## config.mk

```make
export PLATFORM = sky130hd
export DESIGN_NAME = rv32_decode_stage
export DESIGN_NICKNAME = d
export VERILOG_FILES = /design/src/rtl/rv32_pkg.sv /design/src/rtl/rv32_decode_comb.sv /design/src/rtl/rv32_decode_stage.sv
export SDC_FILE = /design/constraint.sdc
export NUM_CORES = 1
export LEC_CHECK = 0
export ABC_AREA = 1
export BUFFER_PORTS_ARGS = -buffer_cell sky130_fd_sc_hd__buf_2
export CORE_AREA = 2 2 138 140
export DETAILED_ROUTE_END_ITERATION = 7
export DIE_AREA = 0 0 140 142
export PLACE_DENSITY = 0.83
export SETUP_SLACK_MARGIN = 0.15
export SLEW_MARGIN = 15
export SYNTH_ARGS = -nofsm -noshare
export SYNTH_HDL_FRONTEND = slang
export SYNTH_SLANG_ARGS = --single-unit
```

## constraint.sdc

```tcl
create_clock -name CLK -period 1.5 [get_ports CLK]
set_input_delay 0.075 -clock CLK [delete_from_list [all_inputs] [get_ports CLK]]
set_output_delay 0.075 -clock CLK [all_outputs]
set_load 0.1 [all_outputs]
```

## src/rtl/rv32_pkg.sv

```systemverilog
// Shared definitions for the RV32 decode stage: opcodes, TYPES bit positions
// and the decoded operand-select bundle handed to execute.
package rv32_pkg;

  localparam int XLEN = 32;

  localparam logic [6:0] OPC_OP     = 7'b0110011;
  localparam logic [6:0] OPC_OP_IMM = 7'b0010011;
  localparam logic [6:0] OPC_LOAD   = 7'b0000011;
  localparam logic [6:0] OPC_STORE  = 7'b0100011;
  localparam logic [6:0] OPC_BRANCH = 7'b1100011;
  localparam logic [6:0] OPC_JAL    = 7'b1101111;
  localparam logic [6:0] OPC_JALR   = 7'b1100111;
  localparam logic [6:0] OPC_LUI    = 7'b0110111;
  localparam logic [6:0] OPC_AUIPC  = 7'b0010111;

  localparam int T_R = 6;
  localparam int T_I = 5;
  localparam int T_L = 4;
  localparam int T_S = 3;
  localparam int T_J = 2;
  localparam int T_B = 1;
  localparam int T_U = 0;

  typedef struct packed {
    logic [XLEN-1:0] pc;
    logic [XLEN-1:0] imm;
    logic [4:0]      rs1;
    logic [4:0]      rs2;
    logic [4:0]      rd;
    logic [6:0]      opcode;
    logic [2:0]      funct3;
    logic [6:0]      funct7;
    logic [6:0]      types;
    logic            illegal;
  } decoded_t;

endpackage

```

## src/rtl/rv32_decode_comb.sv

```systemverilog
// Purely combinational RV32 instruction decoder producing the operand-select
// bundle; unused register fields and funct7 are zeroed so execute sees clean values.
module rv32_decode_comb
  import rv32_pkg::*;
(
  input  logic [31:0]     instr,
  input  logic [XLEN-1:0] pc,
  output decoded_t        bundle
);

  logic [31:0] imm_i, imm_s, imm_b, imm_j, imm_u;

  assign imm_i = {{20{instr[31]}}, instr[31:20]};
  assign imm_s = {{20{instr[31]}}, instr[31:25], instr[11:7]};
  assign imm_b = {{19{instr[31]}}, instr[31], instr[7], instr[30:25], instr[11:8], 1'b0};
  assign imm_j = {{11{instr[31]}}, instr[31], instr[19:12], instr[20], instr[30:21], 1'b0};
  assign imm_u = {instr[31:12], 12'b0};

  always_comb begin
    // NOTE: every field gets a default before the case so no path leaves a latch.
    bundle        = '0;
    bundle.pc     = pc;
    bundle.opcode = instr[6:0];
    bundle.funct3 = instr[14:12];
    bundle.rs1    = instr[19:15];
    bundle.rs2    = instr[24:20];
    bundle.rd     = instr[11:7];

    case (instr[6:0])
      OPC_OP: begin
        bundle.types[T_R] = 1'b1;
        bundle.funct7     = instr[31:25];
      end
      OPC_OP_IMM: begin
        bundle.types[T_I] = 1'b1;
        bundle.imm        = imm_i;
        // Only right shifts carry a meaningful funct7 (SRLI vs SRAI).
        if (instr[14:12] == 3'b101) bundle.funct7 = instr[31:25];
      end
      OPC_LOAD: begin
        bundle.types[T_L] = 1'b1;
        bundle.imm        = imm_i;
      end
      OPC_STORE: begin
        bundle.types[T_S] = 1'b1;
        bundle.imm        = imm_s;
        bundle.rd         = '0;
      end
      OPC_BRANCH: begin
        bundle.types[T_B] = 1'b1;
        bundle.imm        = imm_b;
        bundle.rd         = '0;
      end
      OPC_JAL: begin
        bundle.types[T_J] = 1'b1;
        bundle.imm        = imm_j;
        bundle.rs1        = '0;
      end
      OPC_JALR: begin
        bundle.types[T_J] = 1'b1;
        bundle.types[T_I] = 1'b1;
        bundle.imm        = imm_i;
      end
      OPC_LUI, OPC_AUIPC: begin
        bundle.types[T_U] = 1'b1;
        bundle.imm        = imm_u;
        bundle.rs1        = '0;
      end
      default: bundle.illegal = 1'b1;
    endcase

    if (!(bundle.types[T_R] || bundle.types[T_S] || bundle.types[T_B])) bundle.rs2 = '0;
  end

endmodule

```

## src/rtl/rv32_decode_stage.sv

```systemverilog
// RV32 decode stage: decoder feeding a main register plus one skid entry, so
// IN_READY comes straight from a flop while still sustaining one instruction per cycle.
module rv32_decode_stage
  import rv32_pkg::*;
#(
  parameter int DATA_WIDTH = 32
) (
  input  logic                  CLK,
  input  logic                  RST_N,
  input  logic                  IN_VALID,
  output logic                  IN_READY,
  input  logic [31:0]           IN_INSTR,
  input  logic [DATA_WIDTH-1:0] IN_PC,
  input  logic                  FLUSH,
  output logic                  OUT_VALID,
  input  logic                  OUT_READY,
  output logic [DATA_WIDTH-1:0] PC_OUT,
  output logic [DATA_WIDTH-1:0] IMM_OUT,
  output logic [4:0]            RS1_ADDR,
  output logic [4:0]            RS2_ADDR,
  output logic [4:0]            RD_ADDR,
  output logic [6:0]            OPCODE,
  output logic [2:0]            FUNCT3,
  output logic [6:0]            FUNCT7,
  output logic [6:0]            TYPES,
  output logic                  ILLEGAL
);

  decoded_t dec, main_q, skid_q;
  logic     main_valid, skid_valid;
  logic     accept, main_open;

  rv32_decode_comb u_decode (
    .instr  (IN_INSTR),
    .pc     (IN_PC),
    .bundle (dec)
  );

  // Skid occupancy is the only reason to stall, so ready is its flop inverted.
  assign IN_READY  = ~skid_valid;
  assign accept    = IN_VALID & IN_READY;
  assign main_open = ~main_valid | OUT_READY;

  always_ff @(posedge CLK) begin
    // NOTE: state updates use <= so every flop samples pre-edge values.
    if (!RST_N) begin
      main_valid <= 1'b0;
      skid_valid <= 1'b0;
      // NOTE: data registers are reset too because outputs must read 0 after reset.
      main_q     <= '0;
      skid_q     <= '0;
    end else if (FLUSH) begin
      main_valid <= 1'b0;
      skid_valid <= 1'b0;
    end else if (main_open) begin
      if (skid_valid) begin
        main_q     <= skid_q;
        main_valid <= 1'b1;
        skid_valid <= 1'b0;
      end else begin
        main_valid <= accept;
        if (accept) main_q <= dec;
      end
    end else if (accept) begin
      skid_q     <= dec;
      skid_valid <= 1'b1;
    end
  end

  assign OUT_VALID = main_valid;
  assign PC_OUT    = main_q.pc;
  assign IMM_OUT   = main_q.imm;
  assign RS1_ADDR  = main_q.rs1;
  assign RS2_ADDR  = main_q.rs2;
  assign RD_ADDR   = main_q.rd;
  assign OPCODE    = main_q.opcode;
  assign FUNCT3    = main_q.funct3;
  assign FUNCT7    = main_q.funct7;
  assign TYPES     = main_q.types;
  assign ILLEGAL   = main_q.illegal;

endmodule

```

; Word-level counts from Yosys, hierarchy flattened
; Cells that the tools add are included.
[word_totals]
out_inout_bits = 106
memories = 0
elab_cells = 70
mem_bits_ro = 0
mem_bits_rw = 0
register_bits = 210
in_bits = 69
latchBits = 0
[classes]
n_mux = 17
add_sub_neg = 0
eq_ne = 10
n_shift = 0
mul = 0
bitwise = 7
n_div = 0
magnitude_cmp = 0
reduce_logical = 14
[op_table]
columns = cell, n
row1 = $mux W104, 2
row2 = $pmux W32 S5, 1
row3 = $eq A7 B6 Y1 const B, 3
row4 = $eq A7 B7 Y1 const B, 3
row5 = $mux W5, 3
row6 = $eq A7 B5 Y1 const B, 2
row7 = $pmux W7 S2, 1
row8 = $reduce_or A2 Y1, 5
row9 = $mux W1, 9
row10 = $reduce_or A3 Y1, 3
row11 = $reduce_or A9 Y1, 1
row12 = $eq A7 B2 Y1 const B, 1
row13 = $mux W7, 1
row14 = $reduce_and A3 Y1, 2
row15 = $not A1 Y1, 5
row16 = $eq A3 B3 Y1 const B, 1
row17 = $logic_or A1 B1 Y1, 2
row18 = $reduce_bool A2 Y1, 1
row19 = $and A1 B1 Y1, 1
row20 = $or A1 B1 Y1, 1

; Depth between registers and ports, before layout
; Gate-level depths: netlist of run 1.
[logic_depth]
ltp_word = 7
ltp_mapped = 11
mapped_depth_nobuf = 10

; Modules after synthesis
; A second synthesis of run 1 with hierarchy kept.
[unflattened]
cells_unflattened = 1859
area_unflattened_um2 = 11114.4
[by_module_without_submodules]
columns = mod, n_inst, area_per_inst_um2, cells_per_inst, seq_area_each_um2
row1 = rv32_decode_stage, 1, 9733.1, 1575, 4204.0
row2 = rv32_decode_comb, 1, 1381.3, 284, 0.0

; Least setup slack after synthesis of run 1
; Ideal clock, no wire load.
[synth_path]
path_type = reg-to-reg
start = register main_valid (netlist: OUT_VALID)
end = register skid_q[68] (netlist bit)
path_buffers = 2
t_required_ns = 1.443
t_arrival_ns = 2.090
synth_period_minus_slack_ns = 2.147
slack_ns = -0.647
path_stages_with_launch = 11
setup_time_ns = 0.057
path_cell_list = dfxtp_1 -> nand2_1 -> nor2_1 -> nand3_2 -> inv_2 -> buf_2 -> buf_2 -> nor2_1 -> nor2_1 -> o21ai_0 -> inv_1
[synth_between]
elab_chain_len = 4
[synth_lines]
columns = element, line_no
row1 = "start, declared", rv32_decode_stage.sv:30  ; logic main_valid, skid_valid;
row2 = "start signal, assigned", rv32_decode_stage.sv:61  ; main_valid <= accept;
row3 = $not A1 Y1, rv32_decode_stage.sv:42  ; assign main_open = ~main_valid | OUT_READY;
row4 = $or A1 B1 Y1, rv32_decode_stage.sv:42
row5 = $not A1 Y1 (no line), -
row6 = $reduce_and A3 Y1 (no line), -
row7 = "end signal, assigned", rv32_decode_stage.sv:51  ; skid_q <= '0;
row8 = "end signal, assigned", rv32_decode_stage.sv:65  ; skid_q <= dec;
row9 = "end, declared", rv32_decode_stage.sv:29  ; decoded_t dec, main_q, skid_q;
; Every way passes these cells.
; A chain may end at the register's enable or synchronous reset.

; Worst setup path after layout of run 1
[layout_path]
start = register skid_valid
end = register main_q (netlist bit IMM_OUT[29])
[layout_between]
elab_chain_len = 4
word_cells_on_any_way = 5
cone_classes = 1 x mux / 2 x bitwise / 2 x reduce/logical
[layout_lines]
columns = element, line_no
row1 = "start, declared", rv32_decode_stage.sv:30
row2 = "start signal, assigned", rv32_decode_stage.sv:48  ; skid_valid <= 1'b0;
row3 = "start signal, assigned", rv32_decode_stage.sv:54  ; skid_valid <= 1'b0;
row4 = "start signal, assigned", rv32_decode_stage.sv:59  ; skid_valid <= 1'b0;
row5 = $not A1 Y1, rv32_decode_stage.sv:40  ; assign IN_READY = ~skid_valid;
row6 = $and A1 B1 Y1, rv32_decode_stage.sv:41  ; assign accept = IN_VALID & IN_READY;
row7 = $reduce_bool A2 Y1 (no line), -
row8 = $reduce_and A3 Y1 (no line), -
row9 = "end signal, assigned", rv32_decode_stage.sv:57  ; main_q <= skid_q;
row10 = "end, declared", rv32_decode_stage.sv:29
; Parallel ways exist; a longest one is shown, timed or not.

==> metrics.txt, run 1 <==
# TYPE chip_impl_metric gauge
chip_impl_metric{name="core-area",unit="mm2"} 0.0185
chip_impl_metric{name="die_area",unit="mm2"} 0.0199
chip_impl_info{name="endpoint_kind",value="flip-flop"} 1
chip_impl_info{name="worstHoldPathType",value="input pin to flip-flop"} 1
chip_impl_metric{name="maximum_capacitance_violations",unit=""} 0
chip_impl_info{name="startpoint_type",value="flip-flop"} 1
chip_impl_metric{name="rows",unit=""} 50
chip_impl_metric{name="synth-seq-cells",unit=""} 210
chip_impl_metric{name="synthDistinctLibCells",unit=""} 27
chip_impl_metric{name="gr-total-overflow",unit=""} 0
chip_impl_metric{name="initial_utilization",unit="%"} 48.7
chip_impl_metric{name="place.gp.congestion",unit=""} 0.879
chip_impl_info{name="rr_startpoint",value="skid_valid$_SDFFE_PP0P_"} 1
chip_impl_metric{name="postRouteWirelength",unit="um"} 43100
chip_impl_metric{name="clock_tree.htree_level_count",unit=""} 1
chip_impl_metric{name="synth_adder_area_share",unit="%"} 0
chip_impl_metric{name="first_pass_iters",unit=""} 8
chip_impl_metric{name="cts_sinks",unit=""} 210
chip_impl_metric{name="fraction_of_the_cycle_the_final_worst_path_needs",unit="%"} 107
chip_impl_metric{name="ant_nets",unit=""} 0
chip_impl_metric{name="die_width",unit="um"} 140
chip_impl_info{name="cts_root_buffer",value="sky130_fd_sc_hd__clkbuf_16"} 1
chip_impl_metric{name="setup_viol_count_final",unit=""} 41
chip_impl_metric{name="final_core_occ",unit="%"} 75.5
chip_impl_metric{name="fin_ws",unit="ns"} -0.102
chip_impl_metric{name="finalCriticalPeriod",unit="ns"} 1.60
chip_impl_metric{name="hold_violations",unit=""} 0
chip_impl_metric{name="yosysWarnings",unit=""} 0
chip_impl_metric{name="post_dp_hpwl",unit="um"} 17000
chip_impl_info{name="cts_tree",value="done"} 1
chip_impl_metric{name="critical_path_arrival",unit="ns"} 1.98
chip_impl_metric{name="timing.max_slew.rel_slack",unit="%"} 37.1
chip_impl_metric{name="power_per_cell_area",unit="mW/mm2"} 1060
chip_impl_metric{name="worst_clock_skew",unit="ns"} 0.0128
chip_impl_metric{name="seq_power_share",unit="%"} 40.6
chip_impl_metric{name="placement.io_buffers",unit=""} 174
chip_impl_metric{name="net-switching-power",unit="W"} 0.00491
chip_impl_info{name="most-common-layout-cells",value="208 x sky130_fd_sc_hd__dfxtp_1, 199 x sky130_fd_sc_hd__nand2_1, 122 x sky130_fd_sc_hd__a21oi_1"} 1
chip_impl_metric{name="clock_insertion_delay_worst_skew",unit="ns"} 0.51
chip_impl_metric{name="vdd.ir_drop.worst",unit="V"} 0.000961
chip_impl_metric{name="synth_area",unit="mm2"} 0.00899
chip_impl_info{name="synth_top_family_by_area",value="compound AO/OA/AOI/OAI gates"} 1
chip_impl_metric{name="synthXorXnorAreaFrac",unit="%"} 0
chip_impl_metric{name="die_y",unit="um"} 142
chip_impl_metric{name="cts_buffer_depth",unit=""} 3
chip_impl_metric{name="routed-via-count",unit=""} 11296
chip_impl_metric{name="syn_inst",unit=""} 1243
chip_impl_info{name="critPathKind",value="flip-flop to flip-flop"} 1
chip_impl_metric{name="syn_avg_cell_area",unit="um2"} 7.24
chip_impl_metric{name="power.clock.fraction",unit="%"} 37.1
chip_impl_metric{name="synth_simple_gate_area_share",unit="%"} 19.3
chip_impl_metric{name="switching_portion_of_total_power",unit="%"} 33.3
chip_impl_metric{name="grt_antenna_before_repair",unit=""} 0
chip_impl_metric{name="synth-seq-area-share",unit="%"} 46.7
chip_impl_metric{name="grt_start_max_net_pins",unit=""} 64
chip_impl_metric{name="post_route_cells_drive_above_1_share",unit="%"} 32.6
chip_impl_metric{name="share_comb_of_total_power",unit="%"} 22.3
chip_impl_metric{name="syn_nets",unit=""} 1312
chip_impl_metric{name="clk_transition_reported_paths",unit="ns"} 0.06
chip_impl_info{name="rsz_0062_raised_after_global_routing",value="true"} 1
chip_impl_info{name="final_common_cell",value="sky130_fd_sc_hd__dfxtp_1"} 1
chip_impl_info{name="failed_checks",value="DRC, setup timing"} 1
chip_impl_metric{name="number_of_global_route_vias_before_repair",unit=""} 9231
chip_impl_metric{name="fmax",unit="MHz"} 624
chip_impl_metric{name="tightest_slew",unit="ns"} 0.939
chip_impl_metric{name="finalMaxSlewViolations",unit=""} 0
chip_impl_metric{name="post_drt_via_cell_ratio",unit=""} 6.38
chip_impl_metric{name="p_int",unit="W"} 0.00985
chip_impl_metric{name="num_antenna_cells",unit=""} 0
chip_impl_metric{name="num_io_pins",unit=""} 175
chip_impl_metric{name="wl_per_cell",unit="um"} 24.4
chip_impl_info{name="result_of_the_run",value="finished with violations"} 1
chip_impl_metric{name="num-nets-final",unit=""} 1592
chip_impl_metric{name="grt_use_total",unit="%"} 29.5
chip_impl_metric{name="syn_to_final_growth",unit="%"} 54.9
chip_impl_metric{name="timing.critical_path.fanout_max",unit=""} 7
chip_impl_metric{name="synth_compound_gate_area_share",unit="%"} 24.6
chip_impl_metric{name="synth.area.mux_share",unit="%"} 0
chip_impl_metric{name="drc",unit=""} 19
chip_impl_metric{name="p_leak",unit="nW"} 6.39
chip_impl_metric{name="critPathRequiredTime",unit="ns"} 1.88
chip_impl_metric{name="first_pass_grt_wire_length",unit="um"} 48100
chip_impl_metric{name="drt_iter0_drc",unit=""} 1714
chip_impl_metric{name="tritoncts.num_buffers",unit=""} 22
chip_impl_metric{name="timing.hold.ws",unit="ns"} 0.0242
chip_impl_info{name="hold_path_startpoint",value="IN_VALID"} 1
chip_impl_info{name="setup.worst_path.start",value="skid_valid$_SDFFE_PP0P_"} 1
## registers in the layout (all words and copies together) (netlist names)
register and cells:
ILLEGAL 1, OPCODE 7, FUNCT7 7, skid_valid 1, RD_ADDR 5, FUNCT3 3
IMM_OUT 32, PC_OUT 32, TYPES 7, skid_q 104, RS1_ADDR 5, OUT_VALID 1
RS2_ADDR 5
## through the flow
stage          area (um2)  setup slack (ns)  instances  total power [W]  setup TNS [ns]
2_1_floorplan        9050            0.0437       1243          0.00790               0
3_3_place_gp        10200            -0.103       1596          0.00842          -0.931
3_5_place_dp        10200            -0.122       1596          0.00845           -1.70
4_1_cts             12000            0.0427       1715           0.0139               0
5_1_grt             13900            -0.122       1770           0.0150           -3.17
6_report            13900            -0.102       1770           0.0148           -1.27
## routing by layer
| metal | vias to the layer above | wire length (um) | global-route usage [%] |
|---|---|---|---|
| li1 | 4678 | - | - |
| met1 | 5127 | 14400 | 37.8 |
| met2 | 1101 | 19200 | 49.5 |
| met3 | 390 | 5770 | 5.32 |
| met4 | 0 | 3680 | 12.5 |
| met5 | - | 0 | 0 |
## worst max-delay path, cell delays in order (launching register included)
cell and delay [ns]:
sky130_fd_sc_hd__dfxtp_4 0.35, sky130_fd_sc_hd__or2_4 0.24, sky130_fd_sc_hd__nand3_4 0.16, sky130_fd_sc_hd__buf_6 0.15
sky130_fd_sc_hd__inv_8 0.08, sky130_fd_sc_hd__buf_12 0.15, sky130_fd_sc_hd__o21ai_0 0.25, sky130_fd_sc_hd__a21oi_1 0.09
## final timing paths
check             cells after the start                       end  slack [ns]
setup / recovery                      7  IMM_OUT[29]$_SDFFE_PN0P_       -0.10
hold / removal                        4    OUT_VALID$_SDFFE_PP0P_        0.02
setup reg to reg                      7  IMM_OUT[29]$_SDFFE_PN0P_       -0.10
hold reg to reg                       2   PC_OUT[23]$_SDFFE_PN0P_        0.48
## synthesized netlist by cell type
cell	n	area (um2)
sky130_fd_sc_hd__dfxtp_1	210	4200
sky130_fd_sc_hd__nand4_1	1	6.26
sky130_fd_sc_hd__buf_6	7	78.8
sky130_fd_sc_hd__inv_1	101	379
sky130_fd_sc_hd__nand3_4	1	17.5
sky130_fd_sc_hd__nand3_2	12	120
sky130_fd_sc_hd__nand3_1	34	170
sky130_fd_sc_hd__nor3_1	1	5.00
sky130_fd_sc_hd__o31ai_1	1	7.51
sky130_fd_sc_hd__o211ai_1	2	15.0
sky130_fd_sc_hd__buf_2	26	130
sky130_fd_sc_hd__nor2_1	136	510
sky130_fd_sc_hd__a21oi_2	1	8.76
sky130_fd_sc_hd__inv_2	4	15.0
sky130_fd_sc_hd__or2_1	1	6.26
sky130_fd_sc_hd__nor2_8	1	20.0
sky130_fd_sc_hd__a21oi_1	177	886
sky130_fd_sc_hd__nand2_1	202	758
sky130_fd_sc_hd__a31oi_1	45	282
sky130_fd_sc_hd__buf_1	3	11.3
sky130_fd_sc_hd__buf_4	1	7.51
sky130_fd_sc_hd__o21ai_0	202	1010
sky130_fd_sc_hd__nand2_2	6	37.5
sky130_fd_sc_hd__nand2_4	4	45.0
sky130_fd_sc_hd__nor2_2	3	18.8
sky130_fd_sc_hd__nor2_4	2	22.5
sky130_fd_sc_hd__clkbuf_1	59	221
## final cells by class
| type | instances | area (um2) |
|---|---|---|
| multi-input combinational | 832 | 4680 |
| timing repair inverter | 2 | 20.0 |
| clock inverter | 3 | 15.0 |
| fill | 1046 | 4520 |
| tap | 234 | 293 |
| clock buffer | 34 | 687 |
| timing repair buffer | 350 | 3610 |
| inverter | 105 | 419 |
| sequential | 210 | 4210 |
## cells by family after synthesis
group | count (synthesis)
AO/OA/AOI/OAI | 428
buffers and inverters | 201
AND/OR/NAND/NOR | 404
flip-flops | 210
## power groups by stage
stage          clock network, W  registers [W]  logic [W]
6_report                0.00547        0.00599    0.00330
3_5_place_dp                  0        0.00603    0.00241
5_1_grt                 0.00566        0.00600    0.00336
4_1_cts                 0.00535        0.00592    0.00265
3_3_place_gp                  0        0.00603    0.00239
2_1_floorplan                 0        0.00734   0.000564
## what timing repair did
action / CTS / global route
hold buffers: 71 / 0
resized for setup: 41 / 395
gates cloned: 7 / 39
pin swaps: 4 / 76
hold endpoints to repair: 129 / 0
setup endpoints to repair: 253 / 292
setup buffers: 4 / 16
(Power assumes the default switching activity.)
==> run 2: changes to the inputs <==
--- a/config.mk
+++ b/config.mk
@@ -7,10 +7,12 @@
 export LEC_CHECK = 0
 export ABC_AREA = 1
 export BUFFER_PORTS_ARGS = -buffer_cell sky130_fd_sc_hd__buf_2
-export CORE_AREA = 2 2 138 140
+export CORE_AREA = 2 2 98 195
+export CTS_CLUSTER_DIAMETER = 120
 export DETAILED_ROUTE_END_ITERATION = 7
-export DIE_AREA = 0 0 140 142
+export DIE_AREA = 0 0 100 197
 export PLACE_DENSITY = 0.83
+export RECOVER_POWER = 25
 export SETUP_SLACK_MARGIN = 0.15
 export SLEW_MARGIN = 15
 export SYNTH_ARGS = -nofsm -noshare
==> metrics.txt, run 2 (synthesis results as in run 1) <==
# TYPE chip_impl_metric gauge
chip_impl_info{name="result_of_the_run",value="finished with violations"} 1
chip_impl_info{name="failed_checks",value="setup timing"} 1
chip_impl_metric{name="critPathMaxStageDelay",unit="ns"} 0.37
chip_impl_metric{name="first_pass_iters",unit=""} 8
chip_impl_metric{name="power.total",unit="W"} 0.0136
chip_impl_metric{name="wl_per_cell",unit="um"} 19.5
chip_impl_metric{name="final_cell_count_no_fill",unit=""} 1717
chip_impl_metric{name="post_route_cells_drive_above_1_share",unit="%"} 23.9
chip_impl_metric{name="cts_sinks",unit=""} 210
chip_impl_info{name="rsz_0062_raised_after_global_routing",value="true"} 1
chip_impl_metric{name="switching_portion_of_total_power",unit="%"} 32.4
chip_impl_metric{name="min_path_cells",unit=""} 3
chip_impl_metric{name="routed-via-count",unit=""} 10023
chip_impl_metric{name="clock_insertion_delay_worst_skew",unit="ns"} 0.49
chip_impl_metric{name="number_of_global_route_vias_before_repair",unit=""} 9025
chip_impl_metric{name="max_ffs_per_register",unit=""} 104
chip_impl_metric{name="num-nets-final",unit=""} 1557
chip_impl_metric{name="critical_path_arrival",unit="ns"} 1.98
chip_impl_info{name="critPathMostFrequentCell",value="sky130_fd_sc_hd__a21oi_1"} 1
chip_impl_metric{name="p_leak",unit="nW"} 6.01
chip_impl_info{name="most-common-layout-cells",value="208 x sky130_fd_sc_hd__dfxtp_1, 201 x sky130_fd_sc_hd__nand2_1, 172 x sky130_fd_sc_hd__a21oi_1"} 1
chip_impl_metric{name="worst_clock_skew",unit="ns"} 0.0138
chip_impl_metric{name="cts_buffer_depth",unit=""} 3
chip_impl_metric{name="net-switching-power",unit="W"} 0.00440
chip_impl_metric{name="numPlacedInstances",unit=""} 1577
chip_impl_metric{name="fmax",unit="MHz"} 639
chip_impl_metric{name="placement.io_buffers",unit=""} 174
chip_impl_metric{name="grt_antenna_before_repair",unit=""} 2
chip_impl_metric{name="clk_transition_reported_paths",unit="ns"} 0.08
chip_impl_metric{name="cp_num_cells",unit=""} 7
chip_impl_metric{name="maximum_capacitance_violations",unit=""} 0
chip_impl_metric{name="grt_use_total",unit="%"} 28.2
chip_impl_metric{name="share_comb_of_total_power",unit="%"} 21.3
chip_impl_metric{name="die_width",unit="um"} 100
chip_impl_metric{name="timing.max_slew.rel_slack",unit="%"} 46.9
chip_impl_metric{name="post_drt_via_cell_ratio",unit=""} 5.84
chip_impl_metric{name="setup.reg_to_reg.worst_slack",unit="ns"} -0.06
chip_impl_metric{name="num_io_pins",unit=""} 175
chip_impl_info{name="crit_path_cell_trace",value="or2_4 -> nand3_4 -> buf_8 -> buf_6 -> a21oi_1 -> o21ai_1 -> a21oi_1"} 1
chip_impl_metric{name="power_per_cell_area",unit="mW/mm2"} 1080
chip_impl_metric{name="fin_ws",unit="ns"} -0.0645
chip_impl_metric{name="core-area",unit="mm2"} 0.0182
chip_impl_metric{name="die_area",unit="mm2"} 0.0197
chip_impl_info{name="rr_startpoint",value="skid_valid$_SDFFE_PP0P_"} 1
chip_impl_metric{name="timing.critical_path.fanout_max",unit=""} 7
chip_impl_info{name="endpoint_kind",value="flip-flop"} 1
chip_impl_metric{name="finalMaxSlewViolations",unit=""} 0
chip_impl_metric{name="drc",unit=""} 0
chip_impl_info{name="cts_tree",value="done"} 1
chip_impl_info{name="worstHoldPathType",value="input pin to flip-flop"} 1
chip_impl_metric{name="setup-tns-final",unit="ns"} -0.117
chip_impl_info{name="startpoint_type",value="flip-flop"} 1
chip_impl_metric{name="cp_num_buf_inv",unit=""} 2
chip_impl_metric{name="syn_to_final_growth",unit="%"} 39.8
chip_impl_metric{name="first_pass_grt_wire_length",unit="um"} 44800
chip_impl_info{name="hold_path_end",value="FUNCT7[2]$_SDFFE_PN0P_"} 1
chip_impl_metric{name="setup_viol_count_final",unit=""} 3
chip_impl_metric{name="p_int",unit="W"} 0.00921
chip_impl_info{name="final_common_cell",value="sky130_fd_sc_hd__dfxtp_1"} 1
chip_impl_metric{name="rows",unit=""} 70
chip_impl_metric{name="tritoncts.num_buffers",unit=""} 19
chip_impl_metric{name="tightest_slew",unit="ns"} 0.792
chip_impl_metric{name="fraction_of_the_cycle_the_final_worst_path_needs",unit="%"} 104
chip_impl_metric{name="initial_utilization",unit="%"} 49.4
chip_impl_metric{name="multiInputGateArea",unit="mm2"} 0.00414
chip_impl_info{name="hold_path_startpoint",value="RST_N"} 1
chip_impl_metric{name="power.clock.fraction",unit="%"} 35.2
chip_impl_info{name="critPathKind",value="flip-flop to flip-flop"} 1
chip_impl_metric{name="post_dp_hpwl",unit="um"} 18100
chip_impl_metric{name="clock_tree.htree_level_count",unit=""} 1
chip_impl_metric{name="hold_violations",unit=""} 0
chip_impl_metric{name="ant_nets",unit=""} 0
chip_impl_metric{name="gr-total-overflow",unit=""} 0
chip_impl_metric{name="finalCriticalPeriod",unit="ns"} 1.56
chip_impl_metric{name="postRouteWirelength",unit="um"} 33500
chip_impl_metric{name="critPathRequiredTime",unit="ns"} 1.91
chip_impl_info{name="cts_root_buffer",value="sky130_fd_sc_hd__clkbuf_16"} 1
chip_impl_metric{name="reg2reg_depth",unit=""} 7
chip_impl_metric{name="vdd.ir_drop.worst",unit="V"} 0.000867
chip_impl_info{name="timing.rr.end",value="TYPES[4]$_SDFFE_PN0P_"} 1
chip_impl_metric{name="drt_iter0_drc",unit=""} 829
chip_impl_info{name="largest-register",value="skid_q"} 1
chip_impl_info{name="timing.critical_path.max_delay_family",value="compound AO/OA/AOI/OAI gates"} 1
chip_impl_metric{name="place.gp.congestion",unit=""} 0.903
chip_impl_metric{name="grt_start_max_net_pins",unit=""} 70
chip_impl_info{name="critical_path.slowest_cell",value="sky130_fd_sc_hd__dfxtp_4"} 1
chip_impl_metric{name="n_fill_cell",unit=""} 1361
chip_impl_metric{name="sequential_cell_area",unit="mm2"} 0.00421
chip_impl_metric{name="die_y",unit="um"} 197
chip_impl_metric{name="seq_power_share",unit="%"} 43.5
[run 2: cell count changes in the layout (fill, tap and decap cells not counted), sizes merged]
| cell | before | now |
|---|---|---|
| buf | 174 | 199 |
| bufbuf | 0 | 1 |
| bufinv | 0 | 1 |
| clkbuf | 139 | 76 |
| diode | 0 | 2 |
| dlygate4sd3 | 71 | 72 |
| inv | 105 | 103 |
[run 2: how the worst max path moves through the flow]
stage,from,endpoint
floorplan,skid_valid$_SDFFE_PP0P_,TYPES[0]$_SDFFE_PN0P_
global placement,IN_INSTR[1],skid_q[13]$_SDFFE_PN0P_
detailed placement,IN_INSTR[1],skid_q[9]$_SDFFE_PN0P_
CTS,skid_valid$_SDFFE_PP0P_,PC_OUT[10]$_SDFFE_PN0P_
global route,skid_valid$_SDFFE_PP0P_,TYPES[4]$_SDFFE_PN0P_
finish,skid_valid$_SDFFE_PP0P_,TYPES[4]$_SDFFE_PN0P_
[run 2: final cells by class]
class	count	share of cell area, %
antenna	2	0.0398
tap	216	2.15
inverter	105	3.43
timing repair inverter	1	0.0697
timing repair buffer	319	23.2
clock inverter	3	0.318
clock buffer	29	4.32
sequential	210	33.5
multi-input combinational	832	32.9
[run 2: what timing repair did]
action | CTS | global route
setup endpoints to repair | 135 | 239
pin swaps | 3 | 10
buffers inserted | 3 | 11
hold endpoints to repair | 118 | 0
hold buffers | 72 | 0
cloned | 2 | 18
resized for setup | 73 | 172
[run 2: per-layer routing]
| layer | global-route usage, % | routed length, um | up-vias |
|---|---|---|---|
| met4 | 18.6 | 2600 | 0 |
| met3 | 3.69 | 2390 | 168 |
| met5 | 0 | 0 | - |
| met2 | 49.7 | 17100 | 573 |
| met1 | 31.0 | 11400 | 4658 |
| li1 | - | - | 4624 |
[run 2: power by group through the flow]
stage / logic (W) / clock network (W) / registers, W
final: 0.00290 / 0.00479 / 0.00592
after global routing: 0.00301 / 0.00501 / 0.00594
after CTS: 0.00265 / 0.00480 / 0.00591
after detailed placement: 0.00244 / 0 / 0.00602
after global placement: 0.00242 / 0 / 0.00602
after floorplan: 0.000564 / 0 / 0.00734
[run 2: tightest hold or removal path, stage by stage]
cell                      delay [ns]
sky130_fd_sc_hd__buf_4          0.22
sky130_fd_sc_hd__o21ai_1        0.12
sky130_fd_sc_hd__a21oi_1        0.05
[run 2: per-stage QoR]
stage / hold slack, ns / util, % / instance area, um2 / setup WS (ns)
4_1_cts: 0.00859 / 64.3 / 11700 / 0.0672
6_report: 0.0213 / 69.0 / 12600 / -0.0645
3_3_place_gp: 0.273 / 56.2 / 10200 / -0.0837
5_1_grt: 0.0350 / 69.0 / 12600 / -0.112
2_1_floorplan: 0.166 / - / 9050 / 0.0437
3_5_place_dp: 0.273 / 56.2 / 10200 / -0.129
==> run 3: changes to the inputs <==
--- a/config.mk
+++ b/config.mk
@@ -5,16 +5,16 @@
 export SDC_FILE = /design/constraint.sdc
 export NUM_CORES = 1
 export LEC_CHECK = 0
-export ABC_AREA = 1
 export BUFFER_PORTS_ARGS = -buffer_cell sky130_fd_sc_hd__buf_2
-export CORE_AREA = 2 2 98 195
+export CORE_AREA = 2 2 104 207
 export CTS_CLUSTER_DIAMETER = 120
 export DETAILED_ROUTE_END_ITERATION = 7
-export DIE_AREA = 0 0 100 197
+export DIE_AREA = 0 0 106 209
 export PLACE_DENSITY = 0.83
 export RECOVER_POWER = 25
 export SETUP_SLACK_MARGIN = 0.15
 export SLEW_MARGIN = 15
 export SYNTH_ARGS = -nofsm -noshare
 export SYNTH_HDL_FRONTEND = slang
+export SYNTH_HIERARCHICAL = 1
 export SYNTH_SLANG_ARGS = --single-unit
==> metrics.txt, run 3 <==
# TYPE chip_impl_metric gauge
chip_impl_info{name="result_of_the_run",value="complete, no violations"} 1
chip_impl_metric{name="tritoncts.num_buffers",unit=""} 20
chip_impl_info{name="most-common-layout-cells",value="212 x sky130_fd_sc_hd__nand2_1, 208 x sky130_fd_sc_hd__dfxtp_1, 195 x sky130_fd_sc_hd__mux2i_1"} 1
chip_impl_metric{name="place.gp.congestion",unit=""} 0.862
chip_impl_metric{name="first_pass_grt_wire_length",unit="um"} 47800
chip_impl_metric{name="n_fill_cell",unit=""} 1450
chip_impl_metric{name="initial_utilization",unit="%"} 49.7
chip_impl_metric{name="synth-seq-cells",unit=""} 210
chip_impl_metric{name="postRouteWirelength",unit="um"} 34500
chip_impl_info{name="synth.largest_area_cell",value="sky130_fd_sc_hd__dfxtp_1"} 1
chip_impl_metric{name="seq_power_share",unit="%"} 41.0
chip_impl_metric{name="tightest_slew",unit="ns"} 0.553
chip_impl_metric{name="post_route_cells_drive_above_1_share",unit="%"} 27.2
chip_impl_metric{name="power.clock.fraction",unit="%"} 37.3
chip_impl_info{name="post-synth-top-count-cell",value="sky130_fd_sc_hd__nand2_1"} 1
chip_impl_metric{name="net-switching-power",unit="W"} 0.00456
chip_impl_metric{name="gr-total-overflow",unit=""} 0
chip_impl_info{name="startpoint_type",value="flip-flop"} 1
chip_impl_metric{name="num_io_pins",unit=""} 175
chip_impl_metric{name="ant_nets",unit=""} 0
chip_impl_metric{name="num-nets-final",unit=""} 1384
chip_impl_metric{name="post_dp_hpwl",unit="um"} 18900
chip_impl_metric{name="sequential_cell_area",unit="mm2"} 0.00421
chip_impl_metric{name="syn_inst",unit=""} 1089
chip_impl_metric{name="timing.max_slew.rel_slack",unit="%"} 63.3
chip_impl_metric{name="clk_transition_reported_paths",unit="ns"} 0.06
chip_impl_metric{name="synthDistinctLibCells",unit=""} 44
chip_impl_metric{name="finalCriticalPeriod",unit="ns"} 1.50
chip_impl_metric{name="fmax",unit="MHz"} 667
chip_impl_info{name="endpoint_kind",value="flip-flop"} 1
chip_impl_metric{name="max_ffs_per_register",unit=""} 104
chip_impl_metric{name="p_int",unit="W"} 0.00981
chip_impl_metric{name="p_leak",unit="nW"} 6.43
chip_impl_metric{name="power_per_cell_area",unit="mW/mm2"} 1030
chip_impl_info{name="synth_flop_cell",value="sky130_fd_sc_hd__dfxtp_1"} 1
chip_impl_metric{name="edff_count_synth",unit=""} 0
chip_impl_metric{name="share_comb_of_total_power",unit="%"} 21.6
chip_impl_metric{name="die_y",unit="um"} 209
chip_impl_metric{name="multiInputGateArea",unit="mm2"} 0.00533
chip_impl_metric{name="placement.io_buffers",unit=""} 174
chip_impl_metric{name="fraction_of_the_cycle_the_final_worst_path_needs",unit="%"} 100
chip_impl_info{name="netlist_top_cells_area",value="sky130_fd_sc_hd__dfxtp_1 41%, sky130_fd_sc_hd__mux2i_1 20%, sky130_fd_sc_hd__o211a_1 10%, sky130_fd_sc_hd__nand2_1 7.7%, sky130_fd_sc_hd__nand3_1 5.2%"} 1
chip_impl_metric{name="maximum_capacitance_violations",unit=""} 0
chip_impl_metric{name="syn_to_final_growth",unit="%"} 36.0
chip_impl_metric{name="vdd.ir_drop.worst",unit="V"} 0.000956
chip_impl_metric{name="synth_area",unit="mm2"} 0.0103
chip_impl_metric{name="grt_use_total",unit="%"} 27.0
chip_impl_info{name="rsz_0062_raised_after_global_routing",value="true"} 1
chip_impl_metric{name="grt_start_max_net_pins",unit=""} 60
chip_impl_metric{name="power.total",unit="W"} 0.0144
chip_impl_metric{name="routed-via-count",unit=""} 9481
chip_impl_info{name="synth_commonest_cells",value="212 x sky130_fd_sc_hd__nand2_1, 210 x sky130_fd_sc_hd__dfxtp_1, 208 x sky130_fd_sc_hd__mux2i_1, 108 x sky130_fd_sc_hd__nand3_1, 104 x sky130_fd_sc_hd__o211a_1"} 1
chip_impl_metric{name="post-synth-top-area-fraction",unit="%"} 40.8
chip_impl_info{name="largest-register",value="skid_q"} 1
chip_impl_metric{name="grt_antenna_before_repair",unit=""} 0
chip_impl_metric{name="switching_portion_of_total_power",unit="%"} 31.7
chip_impl_metric{name="setup-tns-final",unit="ns"} 0
chip_impl_metric{name="yosysWarnings",unit=""} 6
chip_impl_metric{name="setup_viol_count_final",unit=""} 0
chip_impl_metric{name="wl_per_cell",unit="um"} 21.6
chip_impl_metric{name="cts_sinks",unit=""} 210
chip_impl_metric{name="hold_violations",unit=""} 0
chip_impl_metric{name="finalMaxSlewViolations",unit=""} 0
chip_impl_metric{name="synth-seq-area-share",unit="%"} 40.8
chip_impl_metric{name="num_antenna_cells",unit=""} 0
chip_impl_info{name="cts_tree",value="done"} 1
chip_impl_metric{name="syn_nets",unit=""} 1158
chip_impl_metric{name="clock_insertion_delay_worst_skew",unit="ns"} 0.51
chip_impl_metric{name="critPathMaxStageDelay",unit="ns"} 0.38
chip_impl_metric{name="timing.hold.ws",unit="ns"} 0.0159
chip_impl_metric{name="die_width",unit="um"} 106
chip_impl_metric{name="core-area",unit="mm2"} 0.0207
chip_impl_metric{name="worst_clock_skew",unit="ns"} 0.0171
chip_impl_metric{name="synth-async-reset-ratio",unit="%"} 0
chip_impl_info{name="critical_path.slowest_cell",value="sky130_fd_sc_hd__dfxtp_4"} 1
chip_impl_metric{name="final_cell_count_no_fill",unit=""} 1598
chip_impl_info{name="crit_path_cell_trace",value="nor4b_4 -> buf_6 -> buf_12 -> buf_16 -> mux2i_1"} 1
chip_impl_metric{name="die_area",unit="mm2"} 0.0222
chip_impl_metric{name="post_drt_via_cell_ratio",unit=""} 5.93
chip_impl_metric{name="numPlacedInstances",unit=""} 1456
chip_impl_metric{name="timing.critical_path.fanout_max",unit=""} 18
chip_impl_metric{name="cts_buffer_depth",unit=""} 3
chip_impl_info{name="cts_root_buffer",value="sky130_fd_sc_hd__clkbuf_16"} 1
chip_impl_metric{name="first_pass_iters",unit=""} 5
chip_impl_metric{name="number_of_global_route_vias_before_repair",unit=""} 9262
chip_impl_info{name="critPathKind",value="flip-flop to flip-flop"} 1
chip_impl_metric{name="clock_tree.htree_level_count",unit=""} 1
chip_impl_metric{name="final_core_occ",unit="%"} 67.6
chip_impl_metric{name="critical_path_arrival",unit="ns"} 1.93
chip_impl_metric{name="drc",unit=""} 0
chip_impl_metric{name="syn_avg_cell_area",unit="um2"} 9.47
chip_impl_info{name="worstHoldPathType",value="input pin to flip-flop"} 1
chip_impl_metric{name="rows",unit=""} 75
chip_impl_metric{name="drt_iter0_drc",unit=""} 942
chip_impl_info{name="final_common_cell",value="sky130_fd_sc_hd__nand2_1"} 1
chip_impl_metric{name="critPathRequiredTime",unit="ns"} 1.93
==> run 3: per-layer routing <==
metal	track usage [%]	part of all wire [%]	up-vias
met5	0	0	-
met4	13.4	5.9	0
met3	5.27	7.5	136
met2	48.1	50	512
met1	30.3	37	4579
li1	-	-	4254
==> run 3: area by class of cell <==
class / instances / area share (%)
Multi-Input combinational cell: 732 / 38.0
Clock buffer: 28 / 4.22
Sequential cell: 210 / 30.1
Inverter: 3 / 0.0803
Timing Repair Buffer: 348 / 24.5
Clock inverter: 8 / 0.714
Tap cell: 269 / 2.40
==> run 3: cells by family after synthesis <==
kind of cell    after synthesis  share of synthesized area (%)
simple gates                380                           16.8
mux                         209                           20.3
buf+inv                     150                           8.75
compound gates              140                           13.4
flops                       210                           40.8
==> run 3: worst max-delay path: cells and delay by family, from the launching register on <==
| kind | cells | cell delay [ns] |
|---|---|---|
| buffers and inverters | 3 | 0.52 |
| muxes | 1 | 0.23 |
| and+or+nand+nor | 1 | 0.28 |
| DFF | 1 | 0.38 |
==> run 3: power groups by stage <==
stage	Sequential (W)	Combinational [W]	Clock, W
6_report	0.00590	0.00311	0.00537
5_1_grt	0.00591	0.00320	0.00562
4_1_cts	0.00589	0.00291	0.00542
3_5_place_dp	0.00601	0.00262	0
3_3_place_gp	0.00599	0.00258	0
2_1_floorplan	0.00731	0.000795	0
==> run 3: worst paths after layout <==
path | from | to | slack, ns | cells after the start
worst max-delay path | skid_valid$_SDFFE_PP0P_ | skid_q[41]$_SDFFE_PN0P_ | 0.000008 | 5
worst min-delay path | IN_INSTR[5] | skid_q[23]$_SDFFE_PN0P_ | 0.02 | 4
worst max register to register | skid_valid$_SDFFE_PP0P_ | skid_q[41]$_SDFFE_PN0P_ | 0.000008 | 5
worst min register to register | skid_q[97]$_SDFFE_PN0P_ | skid_q[97]$_SDFFE_PN0P_ | 0.46 | 2
==> run 3: per-stage QoR <==
stage / setup slack [ns] / cell area, um2
floorplan: -0.168 / 10400
global placement: -0.244 / 11500
detailed placement: -0.323 / 11500
CTS: 0.0105 / 13300
global route: -0.0468 / 14000
finish: 0.00000799 / 14000
==> run 3: timing repair <==
item | CTS | global route
endpoints found under the setup margin | 285 | 241
buffers inserted | 9 | 19
resized for setup | 93 | 82
gates cloned | 8 | 17
endpoints found under the hold margin | 85 | 0
hold buffers | 53 | 0
pin swaps | 0 | 20
